File: src/rtl/mod_phase_gen.sv
// mod_phase_gen: shadows the configuration register bank and applies updates
// only on sample-tick boundaries, then runs two phase accumulators (modulating
// tone and FM-modulated carrier) whose phase words address the sine LUTs.
// Optional feature macro PHASE_DITHER_EN: adds a 16-bit LFSR whose low byte
// dithers the carrier phase output (the accumulator itself stays clean).
module mod_phase_gen #(
    parameter int NDIV = 50,
    parameter int PW   = 24
) (
    input  logic          clk,
    input  logic          rst,
    input  logic [7:0]    r_control,
    input  logic [PW-1:0] r_frec_mod,
    input  logic [PW-1:0] r_frec_por,
    input  logic [15:0]   r_im_am,
    input  logic [15:0]   r_im_fm,
    input  logic          load_confregs,
    input  logic [15:0]   mod_wave,
    output logic          sample_tick,
    output logic [PW-1:0] phase_mod,
    output logic [PW-1:0] phase_por,
    output logic [15:0]   im_am_out,
    output logic          am_en,
    output logic          running,
    output logic          cfg_pending
);

    localparam logic [15:0] CNT_LAST = 16'(NDIV - 1);

    // Shadowed configuration. Phase-reset (control bit7) is deliberately not
    // stored: it only acts on the apply tick, which makes it one-shot.
    typedef struct packed {
        logic          run;
        logic          am;
        logic          fm;
        logic [PW-1:0] frec_mod;
        logic [PW-1:0] frec_por;
        logic [15:0]   im_am;
        logic [15:0]   im_fm;
    } cfg_t;

    typedef enum logic [1:0] {
        S_IDLE = 2'd0,
        S_ARM  = 2'd1,
        S_RUN  = 2'd2
    } state_t;

    logic [15:0]        cnt;
    logic               tick;
    logic               pend;
    logic               apply;
    logic               phase_rst;
    cfg_t               sh;
    cfg_t               cfg_in;
    cfg_t               eff;
    state_t             state;
    state_t             state_nx;
    logic [PW-1:0]      acc_mod;
    logic [PW-1:0]      acc_por;
    logic [PW-1:0]      acc_mod_nx;
    logic [PW-1:0]      acc_por_nx;
    logic [PW-1:0]      fm_term;
    logic signed [32:0] fm_prod;
    logic               unused_ctrl;

    // Control bits 6:3 carry no function here.
    assign unused_ctrl = ^r_control[6:3];

    // Free-running sample tick counter, 0..NDIV-1.
    always_ff @(posedge clk or negedge rst) begin
        if (!rst)      cnt <= '0;
        else if (tick) cnt <= '0;
        else           cnt <= cnt + 16'd1;
    end

    assign tick        = (cnt == CNT_LAST);
    assign sample_tick = tick;

    // A load coincident with the tick is not applied: its register values
    // only become valid the following cycle, so it waits one more tick.
    assign apply     = tick & pend & ~load_confregs;
    assign phase_rst = apply & r_control[7];

    // Pending-update flag; repeated loads collapse into one apply.
    always_ff @(posedge clk or negedge rst) begin
        if (!rst)               pend <= 1'b0;
        else if (load_confregs) pend <= 1'b1;
        else if (apply)         pend <= 1'b0;
    end

    // Incoming register bank view.
    always_comb begin
        cfg_in          = '0;
        cfg_in.run      = r_control[0];
        cfg_in.am       = r_control[1];
        cfg_in.fm       = r_control[2];
        cfg_in.frec_mod = r_frec_mod;
        cfg_in.frec_por = r_frec_por;
        cfg_in.im_am    = r_im_am;
        cfg_in.im_fm    = r_im_fm;
    end

    // Values the tick logic acts on: shadows after any same-tick apply.
    assign eff = apply ? cfg_in : sh;

    // Shadow registers, loaded only on an apply tick.
    always_ff @(posedge clk or negedge rst) begin
        if (!rst)       sh <= '0;
        else if (apply) sh <= cfg_in;
    end

    // FM term: signed sample times unsigned Q1.15 index, scaled back by 2^15.
    always_comb begin
        fm_prod = 33'($signed(mod_wave)) * 33'($signed({1'b0, eff.im_fm}));
        fm_term = eff.fm ? PW'(fm_prod >>> 15) : '0;
    end

    // FSM state register.
    always_ff @(posedge clk or negedge rst) begin
        if (!rst) state <= S_IDLE;
        else      state <= state_nx;
    end

    // FSM next state and accumulator updates, all gated to tick cycles.
    always_comb begin
        state_nx   = state;
        acc_mod_nx = acc_mod;
        acc_por_nx = acc_por;
        if (tick) begin
            case (state)
                S_IDLE: begin
                    acc_mod_nx = '0;
                    acc_por_nx = '0;
                    if (eff.run) state_nx = S_ARM;
                end
                S_ARM: begin
                    acc_mod_nx = '0;
                    acc_por_nx = '0;
                    state_nx   = S_RUN;
                end
                S_RUN: begin
                    if (!eff.run) begin
                        acc_mod_nx = '0;
                        acc_por_nx = '0;
                        state_nx   = S_IDLE;
                    end else if (phase_rst) begin
                        acc_mod_nx = '0;
                        acc_por_nx = '0;
                    end else begin
                        acc_mod_nx = acc_mod + eff.frec_mod;
                        acc_por_nx = acc_por + eff.frec_por + fm_term;
                    end
                end
                default: begin
                    acc_mod_nx = '0;
                    acc_por_nx = '0;
                    state_nx   = S_IDLE;
                end
            endcase
        end
    end

    // Phase accumulators; wrap modulo 2^PW.
    always_ff @(posedge clk or negedge rst) begin
        if (!rst) begin
            acc_mod <= '0;
            acc_por <= '0;
        end else begin
            acc_mod <= acc_mod_nx;
            acc_por <= acc_por_nx;
        end
    end

    assign running     = (state == S_RUN);
    assign am_en       = running & sh.am;
    assign im_am_out   = am_en ? sh.im_am : '0;
    assign cfg_pending = pend;
    assign phase_mod   = acc_mod;

`ifdef PHASE_DITHER_EN
    logic [15:0] lfsr;

    // Fibonacci LFSR x^16+x^14+x^13+x^11+1, stepped once per running sample.
    always_ff @(posedge clk or negedge rst) begin
        if (!rst)                       lfsr <= 16'hACE1;
        else if (tick && running)       lfsr <= {lfsr[14:0], lfsr[15] ^ lfsr[13] ^ lfsr[12] ^ lfsr[10]};
    end

    assign phase_por = acc_por + PW'(lfsr[7:0]);
`else
    assign phase_por = acc_por;
`endif

endmodule
File: config.mk
export PLATFORM = sky130hd
export DESIGN_NAME = mod_phase_gen
export DESIGN_NICKNAME = d
export VERILOG_FILES = /design/src/rtl/mod_phase_gen.sv
export SDC_FILE = /design/constraint.sdc
export NUM_CORES = 1
export LEC_CHECK = 0
export ABC_AREA = 1
export CAP_MARGIN = 20
export CORE_MARGIN = 2
export CORE_UTILIZATION = 25
export DETAILED_ROUTE_END_ITERATION = 10
export SYNTH_ARGS = -nofsm -noshare
export SYNTH_HDL_FRONTEND = slang
export SYNTH_SLANG_ARGS = --single-unit
File: constraint.sdc
create_clock -name clk -period 7.55 [get_ports clk]
set_input_delay 0.755 -clock clk [delete_from_list [all_inputs] [get_ports clk]]
set_output_delay 0.755 -clock clk [all_outputs]
set_load 0.03 [all_outputs]
Word level (Yosys, flattened, before mapping)
Cells that the tools add are included.
- register bits: 150
- latch bits: 0
- bits in writable memories: 0
- bits in read-only memories: 0
- bits of input ports: 107
- output and inout port bits: 68
- word-level logic and storage cells: 45
- memories: 0
- add/subtract/negate cells: 4
- multipliers: 1
- div/mod/pow operators: 0
- order comparisons: 0
- equality and inequality tests: 5
- shift operators: 0
- muxes and demuxes: 15
- bitwise operators: 5
- reductions and logical operators: 3
- operator list (kind ; number):
    $mux W24 ; 7
    $mux W83 ; 1
    $add A24 B24 Y24 ; 3
    $mul A16 B17 Y33 ; 1
    $mux W16 ; 2
    $add A16 B1 Y16 const B ; 1
    $eq A16 B6 Y1 const B ; 1
    $pmux W2 S3 ; 1
    $and A1 B1 Y1 ; 4
    $mux W2 ; 2
    $ne A2 B2 Y1 const B ; 2
    $reduce_and A3 Y1 ; 1
    $eq A2 B1 Y1 const B ; 1
    $eq A2 B2 Y1 const B ; 1
    $logic_not A2 Y1 ; 1
    $mux W1 ; 2
    $reduce_bool A2 Y1 ; 1
    $not A1 Y1 ; 1

Depth between registers and ports, before layout
Gate-level depths: netlist (run 1).
- depth after elaboration: 10
- depth in mapped cells: 51
- mapped depth without buffers: 49

Least setup slack after synthesis (run 1)
No wires, ideal clock.
- kind: input-to-reg
- start: input port load_confregs
- end: register acc_por[23], in the netlist phase_por[23]
- library setup time: 0.117 ns
- arrival: 8.384 ns
- required time: 7.433 ns
- path slack: -0.951 ns
- cell stages on the path: 41
- path buffers: 2
- cells stage by stage: nor2_2 > nand3_4 > buf_2 > buf_2 > o21ai_2 > clkinv_1 > nand2_1 > fa_1 > fa_1 > inv_1 > fa_1 > fa_1 > fa_1 > inv_1 > fa_1 > inv_1 > ha_1 > a21oi_1 > [5 not listed] > nand2_1 > nand2_1 > nand3_2 > inv_1 > fa_1 > ha_1 > nand2_1 > nor4_1 > nand4_1 > nand3_1 > nand2_1 > inv_1 > nor2_1 > inv_1 > a21o_1 > nand3_1 > nand3_1 > nand2_1
- RTL lines (item ; RTL line ; RTL):
    start: declaration ; 17 ; input logic load_confregs,
    end signal: assignment ; 170 ; acc_por <= acc_por_nx;
    end: declaration ; 59 ; logic [PW-1:0] acc_por;

Worst setup path in the final report (run 1)
- start: register cnt[3]
- end: register acc_por[18], in the netlist phase_por[18]
- word-level cells in the longest chain between the ends: 10
- elaborated cells between the ends (all ways): 12
- those cells by class: 2 x add/sub; 1 x mul; 1 x eq/ne; 5 x mux; 3 x bitwise
- ends and longest elaborated chain (item ; RTL line ; RTL):
    start: declaration ; 48 ; logic [15:0] cnt;
    start signal: assignment ; 73 ; else cnt <= cnt + 16'd1;
    $eq A16 B6 Y1 * ; 76 ; assign tick = (cnt == CNT_LAST);
    $and A1 B1 Y1 (2 in a row) ; 81 ; assign apply = tick & pend & ~load_confregs;
    $mux W83 ; n/a ;
    $mul A16 B17 Y33 ; 114 ; fm_prod = 33'($signed(mod_wave)) * 33'($signed({1'b0, eff.im_fm}));
    $mux W24 ; 115 ; fm_term = eff.fm ? PW'(fm_prod >>> 15) : '0;
    $add A24 B24 Y24 ; 151 ; acc_por_nx = acc_por + eff.frec_por + fm_term;
    $mux W24 ; 146 ; end else if (phase_rst) begin
    $mux W24 ; 142 ; if (!eff.run) begin
    $mux W24 ; 130 ; case (state)
Mark *: on every way between the ends. The rest lies on a longest branch, timed or not.
A chain may end at the register's enable or synchronous reset.

==> results.py, run 1 <==
metrics = {
    "global_route": {
        "grt_pass1_wl_um": 88000,
        "globalRoute.totalOverflow": 0,
        "grt_max_degree": 85,
        "grt_usage_pct": 16.06,
        "first_global_vias": 16160,
        "antenna_found_initial": 3,
    },
    "clock_tree": {
        "cts_buffer_depth": 2,
        "numCtsBuffers": 17,
        "clkSinkCount": 150,
        "path_clk_slew_ns": 0.07,
        "cts_root_buffer": "clkbuf_16",
        "cts_tree": "yes",
        "clkLatencyLatePin_ns": 0.49,
        "cts_max_level": 4,
    },
    "final_layout": {
        "multiInputGateArea_mm2": 0.01290,
        "drive_above_1_share_pct": 23.69,
        "final_cells": 3466,
        "regArea_mm2": 0.003754,
        "area_growth_pct": 41.51,
        "final_util_pct": 35.90,
        "final_nets": 3070,
        "final_cell_area_mm2": 0.02420,
        "fillers": 6867,
    },
    "floorplanning": {
        "io_pins": 175,
        "dieArea_mm2": 0.07050,
        "start_util_pct": 25.37,
        "core_region_area_mm2": 0.06740,
        "die_h_um": 265.5,
        "die_x_um": 265.5,
        "num_rows": 95,
    },
    "drt": {
        "postRouteAntennaNets": 0,
        "vias_per_cell": 4.390,
        "first_iter_violations": 776,
        "first_pass_iters": 7,
        "wirelength_um": 54020,
        "vias": 15220,
        "drc": 0,
        "wl_per_cell_um": 15.59,
    },
    "placement": {
        "io_buffers": 170,
        "gp_congestion": 0.9224,
        "dp.cells": 3399,
        "dp_hpwl_um": 43610,
        "dpl-instance-area_mm2": 0.02260,
    },
    "critical_path": {
        "r2r-start": "cnt[3]$_DFF_PN0_",
        "required_ns": 7.92,
        "path_class": "flip-flop to flip-flop",
        "critPathMaxStageDelay_ns": 0.58,
        "cp-startpoint": "cnt[3]$_DFF_PN0_",
        "timing.rr.end": "phase_por[18]$_DFFE_PN0N_",
        "cp_slowest_cell": "fa_1",
        "start_kind": "flip-flop",
        "critPathMostFrequentCell": "fa_1",
        "cp-end-kind": "flip-flop",
        "r2r_cells": 41,
        "path_max_fanout": 6,
        "arrival_ns": 8.87,
        "r2r_slack_ns": -0.95,
    },
    "yosys": {
        "synth_most_common_cell": "nand2_1",
        "syn-cell-area_mm2": 0.01710,
        "synth-seq-cells": 150,
        "synth.area.top_cells": "fa_1 (26%), dfrtp_1 (22%), ha_1 (12%), nand2_1 (12%), inv_1 (7.9%)",
        "synthFlopType": "dfrtp_1",
        "ys_warn_count": 0,
        "ys_seq_area_share_pct": 21.95,
        "synthCells": 2112,
        "synth_edf_count": 0,
        "synth_area_per_cell_um2": 8.095,
        "synth_top_area_share_pct": 25.53,
        "synth_cell_types": 52,
        "synth_fp_nets": 2603,
        "synth_commonest_cells": "nand2_1 (527), inv_1 (362), nor2_1 (224)",
        "yosys.area.top_type": "fa_1",
        "synthArstFlopShare_pct": 100.0,
    },
    "timing": {
        "setup_viol_count_final": 21,
        "worstMarginPinSlew_ns": 0.9334,
        "final_hold_viol_count": 0,
        "holdWs_ns": 0.3181,
        "final_max_slew_viol_count": 0,
        "timing.final.ws_setup_ns": -0.9497,
        "max_slew_margin_pct": 37.77,
        "timing.fmax_mhz": 117.7,
        "finalCriticalPeriod_ns": 8.500,
        "rsz0062_at_grt": "true",
        "period_share_pct": 112.6,
        "tns_ns": -13.91,
        "skew_ns": 0.01341,
    },
    "outcome": {
        "status": "finished, violations left",
        "violations": "setup timing",
    },
    "min_path": {
        "hold_class": "input pin to async pin",
    },
    "power_and_ir_drop": {
        "pwr_density_cell_mw_per_mm2": 536.8,
        "power_leakage_nw": 12.17,
        "vdd_drop_max_v": 0.0005201,
    },
    "run": {
        "max_cap_viol_count": 0,
    },
}
==> registers in the layout, summed over array words and instances (netlist names) <==
name         flops
cfg_pending      1
cnt             16
phase_mod       24
phase_por       24
sh              83
state            2
==> layout make-up <==
type | instances | share of cell area [%]
sequential | 150 | 15.51
tap | 873 | 4.514
timing repair buffer | 498 | 18.33
clock inverter | 15 | 0.5843
clock buffer | 17 | 1.758
inverter | 375 | 5.962
antenna | 1 | 0.01034
multi-input combinational | 1537 | 53.33
==> critical path: cells and delay by family, from the launching register on <==
kind	cells	cell delay, ns
AO/OA/AOI/OAI	9	1.48
XOR/XNOR	1	0.15
adder cells (fa/ha/maj)	9	3.99
buffers and inverters	9	0.96
flip-flops	1	0.38
AND/OR/NAND/NOR	13	1.42
==> cell families after synthesis <==
| kind of cell | after synthesis | synth area share, % |
|---|---|---|
| simple gates | 857 | 20.42 |
| buf+inv | 425 | 9.447 |
| fa+ha+maj | 384 | 37.67 |
| compound gates | 264 | 8.869 |
| flops | 150 | 21.95 |
| xor+xnor | 32 | 1.639 |
==> power by group <==
part / switching [mW] / internal (mW) / leakage (nW)
Clock: 0.404 / 0.459 / 0.277
Combinational: 5.66 / 5.65 / 10.1
Sequential: 0 / 0.817 / 1.79
==> stage by stage <==
step | setup WS [ns] | power (mW)
after CTS | -0.9264 | 12.40
final | -0.9497 | 12.99
after global placement | -1.715 | 10.48
after floorplan | -0.4298 | 6.696
after global routing | -1.346 | 14.27
after detailed placement | -1.838 | 10.47
==> routing by layer <==
| layer | vias to the layer above | track usage [%] | part of all wire, % | wire [um] |
|---|---|---|---|---|
| met4 | 4 | 5.192 | 2.7 | 1434 |
| met1 | 7229 | 21.23 | 45 | 24490 |
| li1 | 7486 | - | - | - |
| met3 | 84 | 4.629 | 7.2 | 3909 |
| met2 | 413 | 25.19 | 45 | 24170 |
| met5 | - | 0 | 0.039 | 21 |
==> how the worst max path moves through the flow <==
stage,end,slack (ns),cells past startpoint
2_1_floorplan,phase_por[23]$_DFFE_PN0N_,-0.43,45
3_3_place_gp,phase_por[22]$_DFFE_PN0N_,-1.72,39
3_5_place_dp,phase_por[22]$_DFFE_PN0N_,-1.84,40
4_1_cts,phase_por[18]$_DFFE_PN0N_,-0.93,41
5_1_grt,phase_por[23]$_DFFE_PN0N_,-1.35,44
6_report,phase_por[18]$_DFFE_PN0N_,-0.95,41
==> placed cells by master, fill, tap and decap left out, types with 15 or more instances in the layout <==
cell type	instances
clkdlybuf4s50_1	168
fa_2	16
o21ai_1	27
clkbuf_16	17
xor2_1	18
nand2_4	16
buf_6	21
buf_12	15
nand2_2	32
dfrtp_1	150
nand2_1	491
fa_1	202
nand3_1	32
a21oi_2	30
nor2_1	200
buf_4	292
a21oi_1	77
ha_4	30
inv_1	346
o21ai_0	52
ha_1	134
nor2_2	17
inv_2	19
==> timing repair <==
action,4_1_cts,5_1_grt
cloned,1,0
pin swaps,72,68
hold buffers,0,0
endpoints found under the setup margin,22,23
setup buffers,24,12
gates resized for setup,124,74
(Power assumes the default switching activity.)
==> run 2, diff against run 1 <==
Settings changed: ABC_CLOCK_PERIOD_IN_PS set to 7550.
==> results of run 2 <==
No change in the layout: final DEF, timing and power equal those of run 1.
